File: src/rtl/mastermind_game_ctrl.sv
// Mastermind game sequencer: turns key pulses into seed, load, compare,
// attempt counting and win/lose. Drives LFSR, guess register, comparator.
module mastermind_game_ctrl #(
  parameter int MAX_GUESSES = 8,
  parameter int SPIN_CYCLES = 4,
  parameter int CMP_TIMEOUT = 16
) (
  input  logic       clk,
  input  logic       reset,
  input  logic       new_game,
  input  logic       guess,
  input  logic       cmp_done,
  input  logic [2:0] cmp_exact,
  output logic       gen_en,
  output logic       guess_load,
  output logic       cmp_start,
  output logic [3:0] guess_count,
  output logic [2:0] last_exact,
  output logic       win,
  output logic       lose,
  output logic       err,
  output logic       busy,
  output logic [2:0] state_o
);

  typedef enum logic [2:0] {
    S_IDLE = 3'd0,
    S_GEN  = 3'd1,
    S_WAIT = 3'd2,
    S_LOAD = 3'd3,
    S_CMP  = 3'd4,
    S_WIN  = 3'd5,
    S_LOSE = 3'd6
  } state_t;

  state_t     state, state_n;
  logic [7:0] cnt, cnt_n;
  logic [3:0] gc, gc_n;
  logic [2:0] le, le_n;
  logic       err_r, err_n;
  logic       go_gen;
  logic [3:0] gc_inc;

  assign gc_inc = gc + 4'd1;

  always_ff @(posedge clk) begin
    if (reset) begin
      state <= S_IDLE;
      cnt   <= '0;
      gc    <= '0;
      le    <= '0;
      err_r <= 1'b0;
    end else begin
      state <= state_n;
      cnt   <= cnt_n;
      gc    <= gc_n;
      le    <= le_n;
      err_r <= err_n;
    end
  end

  always_comb begin
    state_n = state;
    cnt_n   = cnt;
    gc_n    = gc;
    le_n    = le;
    err_n   = err_r;
    go_gen  = 1'b0;
    unique case (state)
      S_IDLE: go_gen = new_game;
      S_GEN: begin
        if (cnt == 8'(SPIN_CYCLES - 1)) begin
          state_n = S_WAIT;
          cnt_n   = '0;
        end else begin
          cnt_n = cnt + 8'd1;
        end
      end
      S_WAIT: begin
        // new_game has priority; a simultaneous guess is dropped
        if (new_game) begin
          go_gen = 1'b1;
        end else if (guess) begin
          state_n = S_LOAD;
          err_n   = 1'b0;
        end
      end
      S_LOAD: begin
        state_n = S_CMP;
        cnt_n   = '0;
      end
      S_CMP: begin
        if (cmp_done) begin
          gc_n = gc_inc;
          le_n = cmp_exact;
          if (cmp_exact == 3'd4)
            state_n = S_WIN;
          else if (gc_inc == 4'(MAX_GUESSES))
            state_n = S_LOSE;
          else
            state_n = S_WAIT;
        end else if (cnt == 8'(CMP_TIMEOUT - 1)) begin
          err_n   = 1'b1;
          state_n = S_WAIT;
        end else begin
          cnt_n = cnt + 8'd1;
        end
      end
      S_WIN:  go_gen = new_game;
      S_LOSE: go_gen = new_game;
      default: state_n = S_IDLE;
    endcase
    if (go_gen) begin
      state_n = S_GEN;
      cnt_n   = '0;
      gc_n    = '0;
      le_n    = '0;
      err_n   = 1'b0;
    end
  end

  assign gen_en      = (state == S_GEN);
  assign guess_load  = (state == S_LOAD);
  assign cmp_start   = (state == S_CMP) && (cnt == 8'd0);
  assign guess_count = gc;
  assign last_exact  = le;
  assign win         = (state == S_WIN);
  assign lose        = (state == S_LOSE);
  assign err         = err_r;
  assign busy        = (state == S_GEN) || (state == S_LOAD) ||
                       (state == S_CMP);
  assign state_o     = state;

endmodule

File: config.mk
export PLATFORM = sky130hd
export DESIGN_NAME = mastermind_game_ctrl
export DESIGN_NICKNAME = d
export VERILOG_FILES = /design/src/rtl/mastermind_game_ctrl.sv
export SDC_FILE = /design/constraint.sdc
export NUM_CORES = 1
export LEC_CHECK = 0
export ABC_AREA = 0
export ABC_CLOCK_PERIOD_IN_PS = 4300
export BUFFER_PORTS_ARGS = -buffer_cell sky130_fd_sc_hd__buf_4
export CAP_MARGIN = 40
export CELL_PAD_IN_SITES_DETAIL_PLACEMENT = 1
export CELL_PAD_IN_SITES_GLOBAL_PLACEMENT = 2
export CORE_ASPECT_RATIO = 1.75
export CORE_UTILIZATION = 32
export CTS_CLUSTER_SIZE = 12
export DETAILED_ROUTE_END_ITERATION = 12
export PLACE_DENSITY_LB_ADDON = 0.12
export REMOVE_ABC_BUFFERS = 1
export SLEW_MARGIN = 20
export SYNTH_ARGS = -nofsm -noshare
export SYNTH_HDL_FRONTEND = slang
export SYNTH_SLANG_ARGS = --single-unit
File: constraint.sdc
create_clock -name clk -period 4.3 [get_ports clk]
set_clock_uncertainty 0.1 [all_clocks]
set_input_delay 0.215 -clock clk [delete_from_list [all_inputs] [get_ports clk]]
set_output_delay 0.215 -clock clk [all_outputs]
set_load 0.01 [all_outputs]
==> impl_metrics.tcl, run 1 <==
set metrics [dict create \
    gp_congestion 0.796 \
    grtUsageMet1_pct 18.6 \
    ys_ff_latch 19 \
    synth_top_area_share_pct 34.2 \
    critPathMaxStageDelay_ns 0.66 \
    critPathMaxFanout 6 \
    yosys-top-cells-area "dfxtp_1 (34%), nor2_1 (7.1%), xnor2_1 (5.5%)" \
    status "finished clean" \
    synth_area_leader_cell "dfxtp_1" \
    grt_util_all_layers_pct 18.6 \
    drt-wirelength-per-cell_um 15.0 \
    gr-total-overflow 0 \
    port_buffers 24 \
    fin_crit_sh_pct 55.0 \
    cts.clk_slew.worst_paths_ns 0.08 \
    worst_setup_path_end_kind "flip-flop" \
    postRouteAntennaNets 0 \
    drc_errors 0 \
    vias 1044 \
    final_common_cell "buf_4" \
    critPathArrivalTime_ns 2.45 \
    synthCells 137 \
    critPathKind "flip-flop to flip-flop" \
    dieArea_mm2 0.00372 \
    cts.sinks 19 \
    ys_seq_area_share_pct 34.2 \
    final_layout_size_suffix_gt1_share_pct 22.9 \
    grtUsageMet3_pct 2.94 \
    power_density_mw_per_mm2 311 \
    drt_iter0_drc 6 \
    antenna_found_initial 0 \
    finalCriticalPeriod_ns 2.37 \
    synth_area_per_cell_um2 8.11 \
    hold_viol 0 \
    fmax_mhz 423 \
    slowest_stage "or4_1" \
    vias_per_cell 5.17 \
    grt_use_met2_pct 34.7 \
    startpoint_type "flip-flop" \
    coreArea_mm2 0.00336 \
    slew_violations 0 \
    num_io_pins 25 \
    clockBufferDepth 2 \
    post-cts-setup-buffers 0 \
    busiest_layer "met2" \
    nets 169 \
    htree_levels 1 \
    rsz0062_at_grt "no" \
    cts_hold_buf 0 \
    dpl_cell_area_mm2 0.00131 \
    ir_worst_vdd_mv 0.158 \
    tns_ns 0 \
    rows 28 \
    path_cells "or4_1, or4b_4, o22ai_4, a21oi_1, a311oi_2" \
    grt_max_degree 15 \
    start_util_pct 33.0 \
    mostFrequentLayoutCells "buf_4 (24), nor2_1 (21), dfxtp_1 (19), nand2_1 (14), a21oi_1 (8)" \
    netlist-cell-type-count 38 \
    min_path_type "input pin to flip-flop" \
    first_global_vias 1066 \
    cts_buffers 3 \
    cap_violations 0 \
    setup_viol 0 \
    dr.pass1.iters 4 \
    synth_area_mm2 0.00111 \
    leakage_nw 0.517 \
    syn_to_final_growth_pct 22.3 \
    cts-root-buf "clkbuf_8" \
    antenna_cells 0 \
    die_h_um 80.0 \
    utilization_pct 40.4 \
    grt_pass1_wl_um 5000 \
    insertion_delay_ns 0.26 \
    worstMarginPinSlew_ns 0.468 \
    post_cts_resized 0 \
    fp.dieW_um 46.5 \
    dp_hpwl_um 2400 \
    finalWirelength_um 3020 \
    cts_tree "done" \
    finalInstanceArea_mm2 0.00136 \
    ys_warn_count 0 \
    crit_required_ns 4.38 \
    slew-limit-headroom_pct 68.0 \
]
-- final cells by class --
| type | count | area [um^2] |
|---|---|---|
| clock buffer | 3 | 41.3 |
| clock inverter | 1 | 5.00 |
| sequential | 19 | 380 |
| timing repair buffer | 24 | 180 |
| fill | 446 | 2000 |
| tap | 45 | 56.3 |
| inverter | 7 | 26.3 |
| multi-input combinational | 103 | 669 |
-- cells in the mapped netlist, drive strengths merged --
cell type and n:
nand2b 3, nor2 22, nand2 14, a21o 1, or4 1, or2 1
and2 1, a22oi 1, a311oi 1, o211ai 1, a21oi 8, o2bb2a 1
nor3b 1, a31oi 2, a221oi 1, a211oi 1, inv 7, xnor2 7
nor2b 2, mux2i 4, o221ai 1, o21a 1, or4b 1, a31o 2
xor2 3, clkbuf 4, nand4 3, ha 3, nor4b 1, nor3 3
or3b 1, nand3 3, a2111oi 2, buf 4, dfxtp 19, o22ai 1
o21ai 5
-- registers in the layout, indices dropped and copies added (netlist names) --
name,count
cnt,8
err,1
guess_count,4
last_exact,3
state_o,3
-- per-layer routing --
metal | part of all wire [%] | vias up | wire, um
li1 | - | 514 | -
met1 | 37 | 506 | 1130
met2 | 58 | 19 | 1750
met3 | 2.9 | 5 | 89
met4 | 1.8 | 0 | 55
met5 | 0 | - | 0
-- worst max-delay path: cells and delay by family (launching register included) --
| family | cells | cell delay, ns |
|---|---|---|
| compound gates | 3 | 0.59 |
| simple gates | 2 | 1.25 |
| flops | 1 | 0.35 |
-- through the flow --
step | cells | worst slack, ns | hold slack, ns | power (mW)
2_1_floorplan | 129 | 2.10 | 0.183 | 0.257
3_3_place_gp | 198 | 1.93 | 0.324 | 0.297
3_5_place_dp | 198 | 1.92 | 0.324 | 0.299
4_1_cts | 202 | 1.90 | 0.0383 | 0.430
5_1_grt | 202 | 1.78 | 0.0417 | 0.448
6_report | 202 | 1.93 | 0.0461 | 0.423
-- logic make-up after synthesis --
logic type,Yosys count,synth area share [%]
flops,19,34.2
compound gates,29,19.1
xor+xnor,10,7.88
simple gates,57,26.2
fa+ha+maj,3,3.38
buf+inv,15,5.52
mux,4,3.60
-- worst paths after layout --
kind	start	to	slack (ns)	cells past startpoint
hold reg to reg	cnt[0]$_SDFFE_PP0P_	cnt[0]$_SDFFE_PP0P_	0.40	2
setup reg to reg	cnt[4]$_SDFFE_PP0P_	state_o[0]$_SDFFE_PP0P_	1.93	5
setup / recovery	cnt[4]$_SDFFE_PP0P_	state_o[0]$_SDFFE_PP0P_	1.93	5
hold / removal	reset	state_o[0]$_SDFFE_PP0P_	0.05	2
-- report_power, final --
group | leakage, nW | switching [mW] | internal, mW
Combinational | 0.338 | 0.0554 | 0.0406
Sequential | 0.153 | 0.0156 | 0.181
Clock | 0.0255 | 0.0658 | 0.0647
No activity file was read; power rests on OpenSTA's default activity.
==> run 2, diff against run 1 <==
--- a/config.mk
+++ b/config.mk
@@ -5,14 +5,14 @@
 export SDC_FILE = /design/constraint.sdc
 export NUM_CORES = 1
 export LEC_CHECK = 0
-export ABC_AREA = 0
-export ABC_CLOCK_PERIOD_IN_PS = 4300
+export ABC_AREA = 1
+export ABC_CLOCK_PERIOD_IN_PS = 2450
 export BUFFER_PORTS_ARGS = -buffer_cell sky130_fd_sc_hd__buf_4
 export CAP_MARGIN = 40
 export CELL_PAD_IN_SITES_DETAIL_PLACEMENT = 1
 export CELL_PAD_IN_SITES_GLOBAL_PLACEMENT = 2
 export CORE_ASPECT_RATIO = 1.75
-export CORE_UTILIZATION = 32
+export CORE_UTILIZATION = 29
 export CTS_CLUSTER_SIZE = 12
 export DETAILED_ROUTE_END_ITERATION = 12
 export PLACE_DENSITY_LB_ADDON = 0.12
==> constraint.sdc (replaced) <==
create_clock -name clk -period 2.45 [get_ports clk]
set_clock_uncertainty 0.1 [all_clocks]
set_input_delay 0.1225 -clock clk [delete_from_list [all_inputs] [get_ports clk]]
set_output_delay 0.1225 -clock clk [all_outputs]
set_load 0.01 [all_outputs]
==> run 2 against run 1 <==
Compared with the run above: critical path depth rose by 5; fmax rose by 24%; die area rose by 24%; critical endpoint unchanged; critical path type unchanged; setup slack got worse by 1.4 ns.
==> impl_metrics.tcl, run 2 <==
set metrics [dict create \
    synthArstFlopShare_pct 0 \
    netlist-cell-type-count 27 \
    worstMarginPinSlew_ns 0.329 \
    ir_worst_vdd_mv 0.267 \
    utilization_pct 36.7 \
    synthCells 187 \
    cts_buffers 3 \
    port_buffers 24 \
    rows 31 \
    critPathMaxFanout 6 \
    critPathMaxStageDelay_ns 0.43 \
    status "finished clean" \
    synth_area_mm2 0.00125 \
    power_density_mw_per_mm2 493 \
    first_global_vias 1366 \
    cp_num_buf_inv 1 \
    gp_congestion 0.808 \
    largest_reg_flops 8 \
    coreArea_mm2 0.00415 \
    mostFrequentLayoutCells "nand2_1 (48), buf_4 (24), inv_1 (21), nor2_1 (20), dfxtp_1 (19)" \
    synth_area_leader_cell "dfxtp_1" \
    slew-limit-headroom_pct 77.9 \
    dr.pass1.iters 4 \
    drc_errors 0 \
    synth_flop_cell "dfxtp_1" \
    drt_iter0_drc 4 \
    synth_area_per_cell_um2 6.71 \
    hold_viol 0 \
    regMostFlops "cnt" \
    setup_viol 0 \
    swShare_pct 34.2 \
    dp_hpwl_um 3110 \
    finalWirelength_um 3780 \
    ys_warn_count 0 \
    cts.sinks 19 \
    synth_edf_count 0 \
    crit_required_ns 2.52 \
    fin_crit_sh_pct 78.1 \
    critPathKind "flip-flop to flip-flop" \
    ys_ff_latch 19 \
    rsz0062_at_grt "no" \
    clockBufferDepth 2 \
    synth_top_area_share_pct 30.3 \
    die_h_um 89.0 \
    grt_max_degree 17 \
    cts-root-buf "clkbuf_8" \
    critical_path.top_delay_family "simple AND/OR/NAND/NOR gates" \
    vias 1306 \
    leakage_nw 0.693 \
    dieArea_mm2 0.00460 \
    post_cts_resized 0 \
    power_switching_uw 256 \
    critPathArrivalTime_ns 1.98 \
    syn_to_final_growth_pct 21.3 \
    ff_latch_area_um2 380 \
    finalCriticalPeriod_ns 1.91 \
    fmax_mhz 522 \
    finalInstanceArea_mm2 0.00152 \
    synth_common_cells "nand2_1 (48), inv_1 (21), nor2_1 (20), dfxtp_1 (19), nand3_1 (16)" \
    num_io_pins 25 \
    yosys-top-cells-area "dfxtp_1 (30%), nand2_1 (14%), nand3_1 (6.4%)" \
    final_common_cell "nand2_1" \
    worst_setup_path_end_kind "flip-flop" \
    antenna_found_initial 0 \
    postRouteAntennaNets 0 \
    fin_total_pwr_uw 750 \
    cts_tree "done" \
    nets 225 \
    cts.clk_slew.worst_paths_ns 0.08 \
    comb_power_share_pct 23.9 \
    cts_hold_buf 0 \
    path_cells "ha_1, inv_1, nor2_2, nand3_1, nand2_1, nand2_2, nor2_2, nand3_1, nand2_1, nor2_1" \
    grt_pass1_wl_um 6200 \
    insertion_delay_ns 0.27 \
    tns_ns 0 \
    p_seq_share_pct 44.1 \
    start_util_pct 30.2 \
    drt-wirelength-per-cell_um 14.4 \
    final_layout_size_suffix_gt1_share_pct 24.4 \
    startpoint_type "flip-flop" \
    post-cts-setup-buffers 0 \
    yosysMostFrequentCell "nand2_1" \
    clockPowerShare_pct 32.0 \
    slew_violations 0 \
    slowest_stage "dfxtp_1" \
    ys_seq_area_share_pct 30.3 \
    p_int_uw 494 \
    htree_levels 1 \
    fp.dieW_um 51.7 \
    fillCellCount 548 \
    multiInputGateArea_um2 752 \
    dpl_cell_area_mm2 0.00147 \
    vias_per_cell 4.98 \
    whs_ns 0.0298 \
    gr-total-overflow 0 \
    grt_util_all_layers_pct 18.5 \
    cap_violations 0 \
    antenna_cells 0 \
    min_path_type "input pin to flip-flop" \
]
[run 2: changes by cell type in the layout (fill, tap and decap cells not counted), sizes merged, moves of 3 or more]
cell / change
inv: +19
nand2: +40
nor3: -3
nand2b: -3
nor2: +4
xnor2: -5
nand3: +15
a21oi: +12
mux2i: -4
[run 2: layout make-up]
type | count | share of cell area [%]
Timing Repair Buffer | 24 | 11.8
Inverter | 26 | 6.57
Clock inverter | 1 | 0.493
Sequential cell | 19 | 25.0
Clock buffer | 3 | 2.71
Tap cell | 49 | 4.03
Multi-Input combinational cell | 140 | 49.4
[run 2: cells by family (layout without fill, tap and decap cells)]
group / count (synthesis) / in the layout / share of synthesized area [%]
compound gates: 26 / 26 / 12.1
xor+xnor: 5 / 5 / 3.49
fa+ha+maj: 3 / 3 / 2.99
buf+inv: 28 / 54 / 9.77
flops: 19 / 19 / 30.3
simple gates: 106 / 106 / 41.4
[run 2: path summary, 6_finish.rpt]
| kind | startpoint | end | slack, ns | cells after the start |
|---|---|---|---|---|
| worst max-delay path | cnt[0]$_SDFFE_PP0P_ | state_o[0]$_SDFFE_PP0P_ | 0.54 | 10 |
| worst max register to register | cnt[0]$_SDFFE_PP0P_ | state_o[0]$_SDFFE_PP0P_ | 0.54 | 10 |
| worst min-delay path | cmp_exact[0] | last_exact[0]$_SDFFE_PP0P_ | 0.03 | 3 |
| worst min register to register | err$_SDFFE_PP0P_ | err$_SDFFE_PP0P_ | 0.38 | 2 |
[run 2: tightest hold or removal path, delay by kind of cell]
kind | cells | cell delay [ns]
buf+inv | 1 | 0.11
simple gates | 1 | 0.07
compound gates | 1 | 0.05
[run 2: stage by stage]
step                      worst slack, ns  cells
after CTS                           0.499    262
after global placement              0.597    258
after floorplan                     0.883    185
after detailed placement            0.509    258
after global routing                0.375    262
final                               0.536    262
[run 2: power by group through the flow]
stage / combinational [mW] / sequential (mW) / clock, mW
floorplan: 0.115 / 0.337 / 0
detailed placement: 0.184 / 0.339 / 0
CTS: 0.185 / 0.331 / 0.252
global placement: 0.182 / 0.336 / 0
finish: 0.180 / 0.331 / 0.240
global route: 0.202 / 0.332 / 0.259
[run 2: per-layer routing]
metal  global-route usage, %  wire length (um)
met5                       0                 0
met4                    8.11                63
met3                    2.21                92
met2                    36.4              2160
met1                    18.6              1470
